[config.mk]
export PLATFORM = sky130hd
export DESIGN_NAME = trojan_key_monitor_flat
export DESIGN_NICKNAME = d
export VERILOG_FILES = /design/src/rtl/trojan_key_monitor_if.sv /design/src/rtl/trojan_key_monitor.sv /design/src/flat_wrapper.sv
export SDC_FILE = /design/constraint.sdc
export NUM_CORES = 1
export LEC_CHECK = 0
export ABC_AREA = 1
export BUFFER_PORTS_ARGS = -buffer_cell sky130_fd_sc_hd__buf_2
export CORE_MARGIN = 4
export CORE_UTILIZATION = 39
export CTS_CLUSTER_DIAMETER = 120
export DETAILED_ROUTE_END_ITERATION = 8
export GPL_ROUTABILITY_DRIVEN = 1
export HOLD_SLACK_MARGIN = 0.08
export PLACE_DENSITY_LB_ADDON = 0.25
export SLEW_MARGIN = 10
export SYNTH_ARGS = -nofsm -noshare
export SYNTH_HDL_FRONTEND = slang
export SYNTH_SLANG_ARGS = --single-unit
[constraint.sdc]
create_clock -name clk -period 11.6 [get_ports clk]
set_input_delay 2.32 -clock clk [delete_from_list [all_inputs] [get_ports clk]]
set_output_delay 2.32 -clock clk [all_outputs]
set_load 0.02 [all_outputs]
[src/rtl/trojan_key_monitor_if.sv]
// rtl/trojan_key_monitor_if.sv - sample and status bundle for the key-path tamper monitor
// Purpose: carries one sampled key transfer (golden key, observed key, trigger
//          word, valid, clear) into the monitor and its status/capture outputs out.
// Modports:
//   master - key-path side: drives sample_valid/key_ref/key_obs/trigger/clear,
//            reads alarm/mismatch_count/capture_valid/diff_capture/bit_capture/trig_capture
//   slave  - monitor side: the mirror image of master
interface trojan_key_monitor_if #(
    parameter int KEY_W  = 56,
    parameter int TRIG_W = 32,
    parameter int CNT_W  = 8
);
    logic              sample_valid;
    logic [KEY_W-1:0]  key_ref;
    logic [KEY_W-1:0]  key_obs;
    logic [TRIG_W-1:0] trigger;
    logic              clear;
    logic              alarm;
    logic [CNT_W-1:0]  mismatch_count;
    logic              capture_valid;
    logic [KEY_W-1:0]  diff_capture;
    logic [5:0]        bit_capture;
    logic [TRIG_W-1:0] trig_capture;

    modport master (
        output sample_valid, key_ref, key_obs, trigger, clear,
        input  alarm, mismatch_count, capture_valid, diff_capture, bit_capture, trig_capture
    );

    modport slave (
        input  sample_valid, key_ref, key_obs, trigger, clear,
        output alarm, mismatch_count, capture_valid, diff_capture, bit_capture, trig_capture
    );
endinterface

[src/rtl/trojan_key_monitor.sv]
// rtl/trojan_key_monitor.sv - passive tamper observer for the 56-bit DES key path
// Purpose: compares the golden key against the key leaving the modification
//          stage on every sampled transfer, counts mismatches (saturating),
//          captures the first mismatch and raises a sticky alarm at THRESH.
// Ports:
//   clk  - rising-edge clock
//   rst  - asynchronous active-high reset
//   bus  - trojan_key_monitor_if.slave: sample inputs, clear, status/captures
// Pipeline: stage 1 registers the diff, stage 2 flags the mismatch and finds
//           the lowest flipped bit, stage 3 updates counters/captures/FSM.
//           Outputs reflect a sample three rising edges after it is taken.
module trojan_key_monitor #(
    parameter int KEY_W  = 56,
    parameter int TRIG_W = 32,
    parameter int CNT_W  = 8,
    parameter int THRESH = 1
) (
    input  logic                 clk,
    input  logic                 rst,
    trojan_key_monitor_if.slave  bus
);

    typedef enum logic {
        MONITOR = 1'b0,
        ALARM   = 1'b1
    } state_t;

    localparam logic [CNT_W-1:0] CNT_MAX  = '1;
    localparam logic [CNT_W-1:0] THRESH_C = CNT_W'(THRESH);

    // stage 1
    logic              v1_q;
    logic [KEY_W-1:0]  diff1_q;
    logic [TRIG_W-1:0] trig1_q;

    // stage 2
    logic              mm2_q;
    logic [KEY_W-1:0]  diff2_q;
    logic [TRIG_W-1:0] trig2_q;
    logic [5:0]        idx2_q;
    logic [5:0]        idx2_d;

    // stage 3 / outputs
    state_t            state_q;
    logic              alarm_q;
    logic [CNT_W-1:0]  count_q;
    logic [CNT_W-1:0]  count_d;
    logic              capv_q;
    logic [KEY_W-1:0]  diff_cap_q;
    logic [5:0]        bit_cap_q;
    logic [TRIG_W-1:0] trig_cap_q;

    // Lowest set bit of the stage-1 diff. Scanning from the top down lets the
    // lowest set bit be the last assignment and therefore win; 0 when diff=0.
    always_comb begin
        idx2_d = '0;
        for (int i = KEY_W - 1; i >= 0; i--) begin
            if (diff1_q[i]) begin
                idx2_d = 6'(i);
            end
        end
    end

    // Saturating increment: stick at all-ones instead of wrapping.
    always_comb begin
        count_d = count_q;
        if (mm2_q && (count_q != CNT_MAX)) begin
            count_d = count_q + CNT_W'(1);
        end
    end

    always_ff @(posedge clk or posedge rst) begin
        if (rst) begin
            v1_q       <= 1'b0;
            diff1_q    <= '0;
            trig1_q    <= '0;
            mm2_q      <= 1'b0;
            diff2_q    <= '0;
            trig2_q    <= '0;
            idx2_q     <= '0;
            state_q    <= MONITOR;
            alarm_q    <= 1'b0;
            count_q    <= '0;
            capv_q     <= 1'b0;
            diff_cap_q <= '0;
            bit_cap_q  <= '0;
            trig_cap_q <= '0;
        end else begin
            // Data registers follow the inputs unconditionally; only the valid
            // bits decide whether anything downstream acts on them.
            diff1_q <= bus.key_ref ^ bus.key_obs;
            trig1_q <= bus.trigger;
            diff2_q <= diff1_q;
            trig2_q <= trig1_q;
            idx2_q  <= idx2_d;

            if (bus.clear) begin
                // Flushing both valid bits drops the sample being taken now
                // and everything already in flight; it also wins over the
                // mismatch currently sitting in stage 2.
                v1_q       <= 1'b0;
                mm2_q      <= 1'b0;
                state_q    <= MONITOR;
                alarm_q    <= 1'b0;
                count_q    <= '0;
                capv_q     <= 1'b0;
                diff_cap_q <= '0;
                bit_cap_q  <= '0;
                trig_cap_q <= '0;
            end else begin
                v1_q  <= bus.sample_valid;
                mm2_q <= v1_q & (|diff1_q);

                if (mm2_q) begin
                    count_q <= count_d;
                    if (!capv_q) begin
                        capv_q     <= 1'b1;
                        diff_cap_q <= diff2_q;
                        bit_cap_q  <= idx2_q;
                        trig_cap_q <= trig2_q;
                    end
                end

                case (state_q)
                    MONITOR: begin
                        // Compare the post-update count so alarm rises on the
                        // same edge the count reaches the threshold.
                        if (mm2_q && (count_d >= THRESH_C)) begin
                            state_q <= ALARM;
                            alarm_q <= 1'b1;
                        end
                    end
                    ALARM: begin
                        state_q <= ALARM;
                        alarm_q <= 1'b1;
                    end
                    default: begin
                        state_q <= MONITOR;
                        alarm_q <= 1'b0;
                    end
                endcase
            end
        end
    end

    assign bus.alarm          = alarm_q;
    assign bus.mismatch_count = count_q;
    assign bus.capture_valid  = capv_q;
    assign bus.diff_capture   = diff_cap_q;
    assign bus.bit_capture    = bit_cap_q;
    assign bus.trig_capture   = trig_cap_q;

endmodule

[src/flat_wrapper.sv]
// flat-port wrapper written by rule: the top's interface ports become plain ports
module trojan_key_monitor_flat 
#(
    parameter int KEY_W  = 56,
    parameter int TRIG_W = 32,
    parameter int CNT_W  = 8,
    parameter int THRESH = 1
)
  (clk, rst, bus_sample_valid, bus_key_ref, bus_key_obs, bus_trigger, bus_clear, bus_alarm, bus_mismatch_count, bus_capture_valid, bus_diff_capture, bus_bit_capture, bus_trig_capture);
  trojan_key_monitor_if #(.KEY_W(KEY_W), .TRIG_W(TRIG_W), .CNT_W(CNT_W)) bus_i ();
  input  logic clk;
  input  logic rst;
  input wire logic [$bits(bus_i.sample_valid)-1:0] bus_sample_valid;
  input wire logic [$bits(bus_i.key_ref)-1:0] bus_key_ref;
  input wire logic [$bits(bus_i.key_obs)-1:0] bus_key_obs;
  input wire logic [$bits(bus_i.trigger)-1:0] bus_trigger;
  input wire logic [$bits(bus_i.clear)-1:0] bus_clear;
  output wire logic [$bits(bus_i.alarm)-1:0] bus_alarm;
  output wire logic [$bits(bus_i.mismatch_count)-1:0] bus_mismatch_count;
  output wire logic [$bits(bus_i.capture_valid)-1:0] bus_capture_valid;
  output wire logic [$bits(bus_i.diff_capture)-1:0] bus_diff_capture;
  output wire logic [$bits(bus_i.bit_capture)-1:0] bus_bit_capture;
  output wire logic [$bits(bus_i.trig_capture)-1:0] bus_trig_capture;
  assign bus_i.sample_valid = bus_sample_valid;
  assign bus_i.key_ref = bus_key_ref;
  assign bus_i.key_obs = bus_key_obs;
  assign bus_i.trigger = bus_trigger;
  assign bus_i.clear = bus_clear;
  assign bus_alarm = bus_i.alarm;
  assign bus_mismatch_count = bus_i.mismatch_count;
  assign bus_capture_valid = bus_i.capture_valid;
  assign bus_diff_capture = bus_i.diff_capture;
  assign bus_bit_capture = bus_i.bit_capture;
  assign bus_trig_capture = bus_i.trig_capture;
  trojan_key_monitor #(.KEY_W(KEY_W), .TRIG_W(TRIG_W), .CNT_W(CNT_W), .THRESH(THRESH)) u_core (.clk(clk), .rst(rst), .bus(bus_i));
endmodule
==> flow_metrics.tcl <==
set metrics [dict create \
    routed_wl_mm 21.0 \
    hold_viol 0 \
    seqCellArea_sq_mm 0.00723 \
    syn_nets 1057 \
    grt_pass1_wl_mm 33.6 \
    ys_seq_area_frac 0.707 \
    initial_core_util 0.395 \
    holdPathEnd "u_core.trig2_q[12]$_DFF_PP0_" \
    ys_dominant_reg_cell "dfrtp_1" \
    synth-seq-cells 289 \
    worstSetupEndpointType "async pin" \
    drt_pre_antenna_iters 4 \
    power.net_switching_mw 0.573 \
    clkPwrFrac 0.422 \
    syn_area_sq_mm 0.0102 \
    power_frac_seq 0.481 \
    grt_antenna_before_repair 0 \
    core_area_sq_mm 0.0259 \
    total_leakage_power_nw 6.61 \
    peakVddDrop_uv 95.8 \
    worstMarginPinSlew_ns 1.11 \
    layout.cells.non_filler 1522 \
    rsz0062_at_grt "no" \
    fmax_mhz 279 \
    setup-tns-final_ns 0 \
    slew-limit-headroom 0.262 \
    num_rows 59 \
    total_power_mw 2.37 \
    vias_per_cell 4.37 \
    internal-power_mw 1.79 \
    worst_r2r_endpoint "u_core.idx2_q[0]$_DFF_PP0_" \
    ant_nets 0 \
    synthCells 908 \
    fill_cells 2383 \
    place_congestion 0.729 \
    cts_buffers 30 \
    dp.cells 1468 \
    io_pins 252 \
    area_growth_pct 26.1 \
    ys_warn_count 0 \
    fin_ws_ns 8.02 \
    reg2reg_depth 54 \
    cts_hold_buf 0 \
    place_worst_setup_slack_ns 7.36 \
    final_area_sq_mm 0.0129 \
    final_core_util 0.498 \
    critPathMaxFanout 153 \
    worstSetupStartpoint "rst" \
    hpwlAfterDp_mm 14.1 \
    cellPowerDensity_mw_per_mm2 183 \
    cts_root_buf "clkbuf_16" \
    clk_pin_slew_ns 0.06 \
    timing.rr.start "u_core.diff1_q[53]$_DFF_PP0_" \
    cts_resized 0 \
    synthArstFlopShare 1.00 \
    clk_latency_ns 0.54 \
    clk_path_buf_depth 3 \
    power.share.combinational 0.097 \
    cts.sinks 289 \
    die_height_microns 170 \
    vias 6649 \
    drc_errors 0 \
    use_met2 0.230 \
    avgSynthCellArea_sq_um 11.3 \
    setup_viol_count_final 0 \
    status "finished clean" \
    hold_class "flop to flop" \
    reg2reg_slack_ns 8.36 \
    timing.final.crit_share 0.309 \
    antenna_cells 0 \
    htree_num_levels 1 \
    die_w_microns 170 \
    dieArea_sq_mm 0.0289 \
    nets 1314 \
    hold_depth 0 \
    numPortBuffers 251 \
    postCtsSetupBuffers 0 \
    ys_types 27 \
    grt.met3_usage 0.0279 \
    critPathKind "primary input to async pin" \
    grt_start_max_net_pins 154 \
    dpl_cell_area_sq_mm 0.0119 \
    avgRoutedWirePerCell_microns 13.8 \
    worstSetupStartpointType "primary input" \
    grt_util_met1 0.205 \
    cap_viol_max_count 0 \
    period_needed_ns 3.58 \
    busiest_layer "met2" \
    cp.required_ns 12.15 \
    grt_pass1_vias 6600 \
    synth_edf_count 0 \
    hold_ws_ns 0.343 \
    skew_ns 0.00951 \
    final_max_slew_viol_count 0 \
    grt_overflow_total 0 \
    cts_tree "built" \
    grt_use_total 0.143 \
    switching_share 0.242 \
    drive_gt1_frac 0.276 \
    critPathArrivalTime_ns 4.13 \
    multi_input_area_sq_mm 0.00225 \
    min_from "u_core.trig1_q[12]$_DFF_PP0_" \
    drt_iter0_drc 501 \
]
flip-flops by register name, indices dropped and copies added, names as in the netlist:
register	flops
u_core.bus.alarm	1
u_core.bus.bit_capture	6
u_core.bus.capture_valid	1
u_core.bus.diff_capture	56
u_core.bus.mismatch_count	8
u_core.bus.trig_capture	32
u_core.diff1_q	56
u_core.diff2_q	56
u_core.idx2_q	6
u_core.mm2_q	1
u_core.state_q	1
u_core.trig1_q	32
u_core.trig2_q	32
u_core.v1_q	1
placed cells by master, fill, tap and decap left out, types with 2 or more instances in the layout:
cell type,instances
dfrtp_1,289
buf_2,251
inv_1,142
nand2_1,97
nand3_1,96
o21ai_0,94
xor2_1,59
nor2_1,48
clkbuf_16,31
inv_2,15
clkinv_2,7
nand4_1,5
bufinv_16,5
buf_4,5
xnor2_1,4
a21oi_1,4
clkbuf_1,4
nor4_1,3
bufinv_8,3
clkinvlp_4,3
clkbuf_8,3
a31oi_1,2
o21ai_1,2
o31ai_1,2
how the worst max path moves through the flow:
stage	endpoint	slack (ns)
detailed placement	u_core.bus.bit_capture[2]$_DFFE_PP0P_	7.36
global route	u_core.bus.diff_capture[13]$_DFFE_PP0P_	7.66
finish	u_core.diff1_q[55]$_DFF_PP0_	8.02
global placement	u_core.idx2_q[2]$_DFF_PP0_	7.40
CTS	u_core.diff2_q[19]$_DFF_PP0_	7.94
floorplan	u_core.bus.alarm$_DFFE_PP0P_	1.30
power groups by stage:
stage	Combinational (mW)	Sequential (mW)	Clock, mW
floorplan	0.102	1.19	0
CTS	0.236	1.14	1.03
global placement	0.232	1.15	0
finish	0.230	1.14	0.999
global route	0.261	1.15	1.08
detailed placement	0.236	1.16	0
cell type report:
cell class | instances | share of cell area
Sequential cell | 289 | 0.561
Clock buffer | 38 | 0.0645
Clock inverter | 16 | 0.0171
Tap cell | 335 | 0.0325
Timing Repair Buffer | 256 | 0.100
Inverter | 162 | 0.0510
Multi-Input combinational cell | 426 | 0.174
cells in the mapped netlist, drive strengths merged, types with 2 or more instances:
library cell | n | share of area
a21oi | 5 | 0.0028
a31oi | 2 | 0.0012
bufinv | 3 | 0.0051
clkbuf | 30 | 0.011
dfrtp | 289 | 0.71
inv | 159 | 0.058
nand2 | 97 | 0.036
nand3 | 96 | 0.047
nand4 | 5 | 0.0031
nor2 | 48 | 0.018
nor4 | 3 | 0.0018
o21ai | 97 | 0.047
o31ai | 2 | 0.0015
xnor2 | 4 | 0.0034
xor2 | 59 | 0.050
per-layer routing:
metal,vias up,wire (microns)
met2,199,9870
met1,3097,9380
li1,3332,-
met5,-,0
met3,21,1450
met4,0,293
cell families (layout without fill, tap and decap cells):
kind of cell,after synthesis,in the layout,synth area share
and+or+nand+nor,251,251,0.106
adders and majority gates,1,1,0.00122
AOI/OAI and AO/OA,110,110,0.0561
muxes,1,1,0.000978
xor gates and xnor gates,63,63,0.0539
buffers and inverters,193,472,0.0748
DFF,289,289,0.707
worst max-delay path: stages:
cell and delay (ns):
buf_2 0.13, inv_8 0.67, buf_4 0.82
No activity file was read; power rests on OpenSTA's default activity.
